## src/rtl/parking_slot_manager_if.sv

```systemverilog
// Bus between the gate/keypad controller (master) and the parking slot manager (slave).
// Carries the request strobes, slot select and all registered status/billing outputs.
interface parking_slot_manager_if #(
  parameter int NUM_SLOTS = 3,
  parameter int COST_W    = 16
);
  localparam int OCC_W = $clog2(NUM_SLOTS + 1);

  logic                 tick;
  logic                 car_enter;
  logic                 car_exit;
  logic [NUM_SLOTS-1:0] slot_sel;
  logic                 clr_revenue;
  logic [NUM_SLOTS-1:0] slot_state;
  logic [OCC_W-1:0]     occupancy;
  logic                 full;
  logic                 empty;
  logic                 cost_valid;
  logic [COST_W-1:0]    current_cost;
  logic [COST_W-1:0]    revenue_total;
  logic                 err;
  logic [1:0]           err_code;

  modport master (
    output tick, car_enter, car_exit, slot_sel, clr_revenue,
    input  slot_state, occupancy, full, empty, cost_valid, current_cost,
           revenue_total, err, err_code
  );

  modport slave (
    input  tick, car_enter, car_exit, slot_sel, clr_revenue,
    output slot_state, occupancy, full, empty, cost_valid, current_cost,
           revenue_total, err, err_code
  );
endinterface

```

## src/rtl/parking_slot_manager.sv

```systemverilog
// N-slot parking occupancy and billing engine: tracks per-slot parked ticks,
// bills a saturating fee on exit and keeps a saturating revenue total.
module parking_slot_manager #(
  parameter int NUM_SLOTS = 3,
  parameter int DUR_W     = 10,
  parameter int COST_W    = 16,
  parameter int RATE      = 1,
  parameter int BASE_FEE  = 0
) (
  input logic                   clk,
  input logic                   reset,
  parking_slot_manager_if.slave bus
);
  localparam int                OCC_W    = $clog2(NUM_SLOTS + 1);
  localparam logic [DUR_W-1:0]  DUR_MAX  = '1;
  localparam logic [63:0]       COST_MAX = (64'd1 << COST_W) - 64'd1;
  localparam logic [OCC_W-1:0]  OCC_ONE  = OCC_W'(1);
  localparam logic [OCC_W-1:0]  OCC_FULL = OCC_W'(NUM_SLOTS);

  typedef enum logic [1:0] {
    ERR_BOTH     = 2'd0,
    ERR_SEL      = 2'd1,
    ERR_OCCUPIED = 2'd2,
    ERR_FREE     = 2'd3
  } err_code_e;

  logic [NUM_SLOTS-1:0] r_slotState;
  logic [OCC_W-1:0]     r_occupancy;
  logic                 r_full;
  logic                 r_empty;
  logic                 r_costValid;
  logic [COST_W-1:0]    r_currentCost;
  logic [COST_W-1:0]    r_revenueTotal;
  logic                 r_err;
  err_code_e            r_errCode;
  logic [DUR_W-1:0]     r_dur [NUM_SLOTS];

  logic                 w_selOccupied;
  logic                 w_reject;
  err_code_e            w_errCause;
  logic                 w_enterOk;
  logic                 w_exitOk;
  logic [DUR_W-1:0]     w_selDur;
  logic [63:0]          w_costFull;
  logic [COST_W-1:0]    w_cost;
  logic [COST_W:0]      w_revSum;
  logic [COST_W-1:0]    w_revNext;
  logic [OCC_W-1:0]     w_occNext;

  // Request validation; the if-chain order encodes the error priority.
  always_comb begin
    w_selOccupied = |(bus.slot_sel & r_slotState);
    w_reject      = 1'b1;
    w_errCause    = ERR_BOTH;
    if (bus.car_enter && bus.car_exit) begin
      w_errCause = ERR_BOTH;
    end else if ((bus.car_enter || bus.car_exit) && !$onehot(bus.slot_sel)) begin
      w_errCause = ERR_SEL;
    end else if (bus.car_enter && w_selOccupied) begin
      w_errCause = ERR_OCCUPIED;
    end else if (bus.car_exit && !w_selOccupied) begin
      w_errCause = ERR_FREE;
    end else begin
      w_reject = 1'b0;
    end
    w_enterOk = bus.car_enter & ~w_reject;
    w_exitOk  = bus.car_exit & ~w_reject;
  end

  // Fee uses the pre-tick duration of the exiting slot, evaluated wide before saturating.
  always_comb begin
    w_selDur = '0;
    for (int i = 0; i < NUM_SLOTS; i++) begin
      w_selDur = w_selDur | (bus.slot_sel[i] ? r_dur[i] : '0);
    end
    w_costFull = 64'(w_selDur) * 64'(RATE) + 64'(BASE_FEE);
    w_cost     = (w_costFull > COST_MAX) ? '1 : w_costFull[COST_W-1:0];
    w_revSum   = {1'b0, r_revenueTotal} + {1'b0, w_cost};
    w_revNext  = w_revSum[COST_W] ? '1 : w_revSum[COST_W-1:0];
    w_occNext  = r_occupancy;
    if (w_enterOk) begin
      w_occNext = r_occupancy + OCC_ONE;
    end else if (w_exitOk) begin
      w_occNext = r_occupancy - OCC_ONE;
    end
  end

  always_ff @(posedge clk or negedge reset) begin
    if (!reset) begin
      r_slotState    <= '0;
      r_occupancy    <= '0;
      r_full         <= 1'b0;
      r_empty        <= 1'b1;
      r_costValid    <= 1'b0;
      r_currentCost  <= '0;
      r_revenueTotal <= '0;
      r_err          <= 1'b0;
      r_errCode      <= ERR_BOTH;
      for (int i = 0; i < NUM_SLOTS; i++) begin
        r_dur[i] <= '0;
      end
    end else begin
      r_costValid <= w_exitOk;
      r_err       <= w_reject;
      if (w_reject) begin
        r_errCode <= w_errCause;
      end
      if (w_exitOk) begin
        r_currentCost <= w_cost;
      end
      if (bus.clr_revenue) begin
        r_revenueTotal <= '0;
      end else if (w_exitOk) begin
        r_revenueTotal <= w_revNext;
      end
      if (w_enterOk) begin
        r_slotState <= r_slotState | bus.slot_sel;
      end else if (w_exitOk) begin
        r_slotState <= r_slotState & ~bus.slot_sel;
      end
      r_occupancy <= w_occNext;
      r_full      <= (w_occNext == OCC_FULL);
      r_empty     <= (w_occNext == '0);
      // A slot being entered or exited restarts at zero, so a same-cycle tick is dropped.
      for (int i = 0; i < NUM_SLOTS; i++) begin
        if ((w_enterOk || w_exitOk) && bus.slot_sel[i]) begin
          r_dur[i] <= '0;
        end else if (bus.tick && r_slotState[i] && (r_dur[i] != DUR_MAX)) begin
          r_dur[i] <= r_dur[i] + DUR_W'(1);
        end
      end
    end
  end

  assign bus.slot_state    = r_slotState;
  assign bus.occupancy     = r_occupancy;
  assign bus.full          = r_full;
  assign bus.empty         = r_empty;
  assign bus.cost_valid    = r_costValid;
  assign bus.current_cost  = r_currentCost;
  assign bus.revenue_total = r_revenueTotal;
  assign bus.err           = r_err;
  assign bus.err_code      = r_errCode;
endmodule

```

## src/flat_wrapper.sv

```systemverilog
// flat-port wrapper written by rule: the top's interface ports become plain ports
module parking_slot_manager_flat 
#(
  parameter int NUM_SLOTS = 3,
  parameter int DUR_W     = 10,
  parameter int COST_W    = 16,
  parameter int RATE      = 1,
  parameter int BASE_FEE  = 0
)
  (clk, reset, bus_tick, bus_car_enter, bus_car_exit, bus_slot_sel, bus_clr_revenue, bus_slot_state, bus_occupancy, bus_full, bus_empty, bus_cost_valid, bus_current_cost, bus_revenue_total, bus_err, bus_err_code);
  parking_slot_manager_if #(.NUM_SLOTS(NUM_SLOTS), .COST_W(COST_W)) bus_i ();
  input logic clk;
  input logic reset;
  input wire logic [$bits(bus_i.tick)-1:0] bus_tick;
  input wire logic [$bits(bus_i.car_enter)-1:0] bus_car_enter;
  input wire logic [$bits(bus_i.car_exit)-1:0] bus_car_exit;
  input wire logic [$bits(bus_i.slot_sel)-1:0] bus_slot_sel;
  input wire logic [$bits(bus_i.clr_revenue)-1:0] bus_clr_revenue;
  output wire logic [$bits(bus_i.slot_state)-1:0] bus_slot_state;
  output wire logic [$bits(bus_i.occupancy)-1:0] bus_occupancy;
  output wire logic [$bits(bus_i.full)-1:0] bus_full;
  output wire logic [$bits(bus_i.empty)-1:0] bus_empty;
  output wire logic [$bits(bus_i.cost_valid)-1:0] bus_cost_valid;
  output wire logic [$bits(bus_i.current_cost)-1:0] bus_current_cost;
  output wire logic [$bits(bus_i.revenue_total)-1:0] bus_revenue_total;
  output wire logic [$bits(bus_i.err)-1:0] bus_err;
  output wire logic [$bits(bus_i.err_code)-1:0] bus_err_code;
  assign bus_i.tick = bus_tick;
  assign bus_i.car_enter = bus_car_enter;
  assign bus_i.car_exit = bus_car_exit;
  assign bus_i.slot_sel = bus_slot_sel;
  assign bus_i.clr_revenue = bus_clr_revenue;
  assign bus_slot_state = bus_i.slot_state;
  assign bus_occupancy = bus_i.occupancy;
  assign bus_full = bus_i.full;
  assign bus_empty = bus_i.empty;
  assign bus_cost_valid = bus_i.cost_valid;
  assign bus_current_cost = bus_i.current_cost;
  assign bus_revenue_total = bus_i.revenue_total;
  assign bus_err = bus_i.err;
  assign bus_err_code = bus_i.err_code;
  parking_slot_manager #(.NUM_SLOTS(NUM_SLOTS), .DUR_W(DUR_W), .COST_W(COST_W), .RATE(RATE), .BASE_FEE(BASE_FEE)) u_core (.clk(clk), .reset(reset), .bus(bus_i));
endmodule
```

## config.mk

```make
export PLATFORM = sky130hd
export DESIGN_NAME = parking_slot_manager_flat
export DESIGN_NICKNAME = d
export VERILOG_FILES = /design/src/rtl/parking_slot_manager_if.sv /design/src/rtl/parking_slot_manager.sv /design/src/flat_wrapper.sv
export SDC_FILE = /design/constraint.sdc
export NUM_CORES = 1
export LEC_CHECK = 0
export CORE_ASPECT_RATIO = 0.7
export CORE_UTILIZATION = 45
export CTS_CLUSTER_DIAMETER = 120
export DETAILED_ROUTE_END_ITERATION = 8
export GPL_ROUTABILITY_DRIVEN = 0
export GPL_TIMING_DRIVEN = 0
export PLACE_DENSITY = 0.68
export SYNTH_ARGS = -nofsm -noshare
export SYNTH_HDL_FRONTEND = slang
export SYNTH_SLANG_ARGS = --single-unit
```

## constraint.sdc

```tcl
create_clock -name clk -period 5.6 [get_ports clk]
set_clock_uncertainty 0.1 [all_clocks]
set_input_delay 1.12 -clock clk [delete_from_list [all_inputs] [get_ports clk]]
set_output_delay 1.12 -clock clk [all_outputs]
set_load 0.005 [all_outputs]
```

==> summary.md <==
| Metric | Value |
|---|---|
| Worst-Margin Slew | `0.869 ns` |
| Number of vias per cell | `5.61` |
| Flop-to-flop setup slack | `2.37 ns` |
| Hold slack | `0.374 ns` |
| Final TNS setup | `0 ns` |
| Final worst setup slack | `1.09 ns` |
| Min-Delay Path Depth | `2` |
| Hold/Removal Path Class | `reg2reg` |
| Maximum fanout along the worst path | `10` |
| P per Cell Area | `386 nW/um^2` |
| DR DRC count | `0` |
| Io pins | `52` |
| Cell count after synthesis | `390` |
| Async S/R FF share, synth | `100%` |
| Maximum vdd ir drop | `0.278 mV` |
| H-tree depth | `3` |
| Cell area after synthesis | `3690 um^2` |
| Top-count cell post-synth | `dfrtp_1` |
| Startpoint Class | `primary input` |
| ANT nets after route | `0` |
| Max_cap viols | `0` |
| Fin crit share | `80.6%` |
| Worst EP arrival | `4.68 ns` |
| Final net count | `474` |
| CTS Buf Count | `9` |
| R2R depth | `11` |
| Slew headroom | `42.1%` |
| Netlist cell types | `48` |
| Tmin final | `4.51 ns` |
| Largest cells by area after synthesis | `dfrtp_1 45%, xor2_1 6.4%, nor2_1 5.0%` |
| GR Overflow Total | `0` |
| Sequential share of the synthesized area | `45.5%` |
| Die Height | `77.7 um` |
| Hold-fix buffers, CTS | `0` |
| Fin util | `58.3%` |
| Share of the synthesized area in the top cell type | `44.8%` |
| Root buffer cell | `clkbuf_16` |
| Post-synth EDFFs | `0` |
| Largest net degree at the start of global routing | `68` |
| Clock Path Buffers | `2` |
| RSZ-0062 raised after global routing | `false` |
| Final hold viol count | `0` |
| CTS tree | `done` |
| Main synth FF type | `dfrtp_1` |
| 1st-iter DRT viols | `291` |
| Vias in the first global route | `2,924` |
| Layout overhead on the synthesized area | `25.1%` |
| Multi-input logic area | `1870 um^2` |
| Setup crit end kind | `flop` |
| Final setup violation count | `0` |
| # diodes | `0` |
| Syn_area_per_cell | `9.45 um^2` |
| Wire per inst | `15.8 um` |
| First-pass GRT wire length | `14,800 um` |
| Synth area leader | `dfrtp_1` |
| Synth warnings | `0` |
| Die area | `8570 um^2` |
| DP HPWL | `6500 um` |
| Status | `complete, no violations` |
| All-layer global routing usage | `23.3%` |
| Row Count | `27` |
| Post-CTS setup buffer count | `0` |
| Fin. max-slew vios | `0` |
| Initial antenna violation count | `0` |
| Worst Path Required | `5.77 ns` |
| Drt pass-1 iters | `6` |
| Maximum clock rate | `222 MHz` |
| Routed via count | `3,119` |
| Die Wd | `110 um` |
| FF+latch count, synth | `67` |
| DP Worst Slack | `0.812 ns` |
| Port Buffers | `44` |
| Sink Count | `67` |
| Drt total wl | `8770 um` |
| Synth top cells by count | `66 x dfrtp_1, 49 x nor2_1, 35 x nand2_1` |
| Core area | `7910 um^2` |
| Layout cell share with drive strength beyond 1 | `8.13%` |
| Cts repair resizes | `0` |
| Clk slew on worst S/H paths | `0.06 ns` |
| Clk Latency, worst-skew pair | `0.34 ns` |
| Starting density of the core | `46.6%` |
| Static leakage | `2.12 nW` |
| FF/Latch Area | `1680 um^2` |
| CP Class | `in2reg` |
| Number of fill cells in the layout | `729` |
state kept, by name, indices dropped and copies added (netlist names), named ones only:
name / count
u_core.bus.err_code: 2
u_core.bus.full: 1
u_core.bus.current_cost: 10
u_core.r_dur: 30
u_core.bus.revenue_total: 16
u_core.bus.cost_valid: 1
u_core.bus.err: 1
u_core.bus.empty: 1
u_core.bus.occupancy: 2
power breakdown:
group | internal, mW | switching [mW]
combinational | 0.216 | 0.213
sequential | 0.588 | 0.111
clock | 0.433 | 0.216
total | 1.24 | 0.540
stage by stage:
| step | instances | total power [mW] | instance area, um^2 |
|---|---|---|---|
| after floorplan | 395 | 0.947 | 3710 |
| after global placement | 540 | 1.12 | 4270 |
| after detailed placement | 540 | 1.13 | 4270 |
| after CTS | 556 | 1.79 | 4610 |
| final | 556 | 1.78 | 4610 |
| after global routing | 556 | 1.89 | 4610 |
layout make-up:
| cell class | count | share of cell area, % |
|---|---|---|
| plain buffers | 18 | 2.03 |
| clock buffers | 9 | 4.88 |
| clock inverters | 7 | 2.52 |
| inverters | 17 | 1.38 |
| multi-input cells | 293 | 40.6 |
| flip-flops and latches | 67 | 36.4 |
| well taps | 101 | 2.74 |
| repair buffers | 44 | 9.50 |
routing by layer:
metal / up-vias / wire length (um) / part of all wire [%] / track usage, %
li1: 1507 / - / - / -
met5: - / 0 / 0 / 0
met3: 9 / 669 / 7.6 / 9.33
met4: 0 / 82 / 0.93 / 5.53
met2: 97 / 3610 / 41 / 30.9
met1: 1506 / 4410 / 50 / 35.1
cells in the final DEF, fill, tap and decap left out, drive strengths merged, types with 2 or more instances in the layout:
cell type | synthesis | layout
xor2 | 27 | 27
and3 | 8 | 8
clkinv | 0 | 3
buf | 9 | 10
a21o | 3 | 3
dfrtp | 66 | 66
nand2 | 36 | 36
a211oi | 2 | 2
mux2i | 4 | 4
nand4 | 10 | 10
nor3 | 8 | 8
clkdlybuf4s50 | 0 | 43
bufinv | 0 | 3
nand2b | 3 | 3
o21a | 3 | 3
a31oi | 8 | 8
nor2b | 2 | 2
inv | 17 | 17
and4 | 4 | 4
o311ai | 2 | 2
conb | 1 | 6
and2 | 6 | 6
fa | 2 | 2
xnor2 | 8 | 8
nor2 | 49 | 49
a21oi | 20 | 20
o41ai | 3 | 3
o21ai | 30 | 30
a222oi | 11 | 11
nand3 | 14 | 14
clkbuf | 9 | 18
ha | 13 | 13
kinds of logic after synthesis:
group | share of synthesized area, %
AND/OR/NAND/NOR | 18.4
adder cells (fa/ha/maj) | 5.50
multiplexers | 1.09
XOR/XNOR | 8.31
buffers and inverters | 4.28
AO/OA/AOI/OAI | 16.8
flip-flops | 45.5
other | 0.102
critical path, cell delays in order:
cell,delay [ns]
clkdlybuf4s50_1,0.64
clkbuf_1,0.43
a222oi_1,0.23
inv_1,0.09
ha_1,0.18
inv_1,0.06
fa_1,0.40
nor2b_1,0.20
o2111ai_1,0.17
a31oi_1,0.33
o21ai_1,0.31
and2_1,0.34
a21oi_1,0.16
path summary, 6_finish.rpt:
kind | start | to
max in group asynchronous | reset | u_core.r_dur[1]
hold / removal | u_core.bus.current_cost[1] | u_core.bus.current_cost[1]
setup / recovery | bus_slot_sel[1] | u_core.bus.revenue_total[9]
hold reg to reg | u_core.bus.current_cost[1] | u_core.bus.current_cost[1]
setup reg to reg | u_core.r_dur[10] | u_core.bus.revenue_total[6]
min in group asynchronous | reset | u_core.bus.cost_valid
Power figures use the tool's default switching activity.
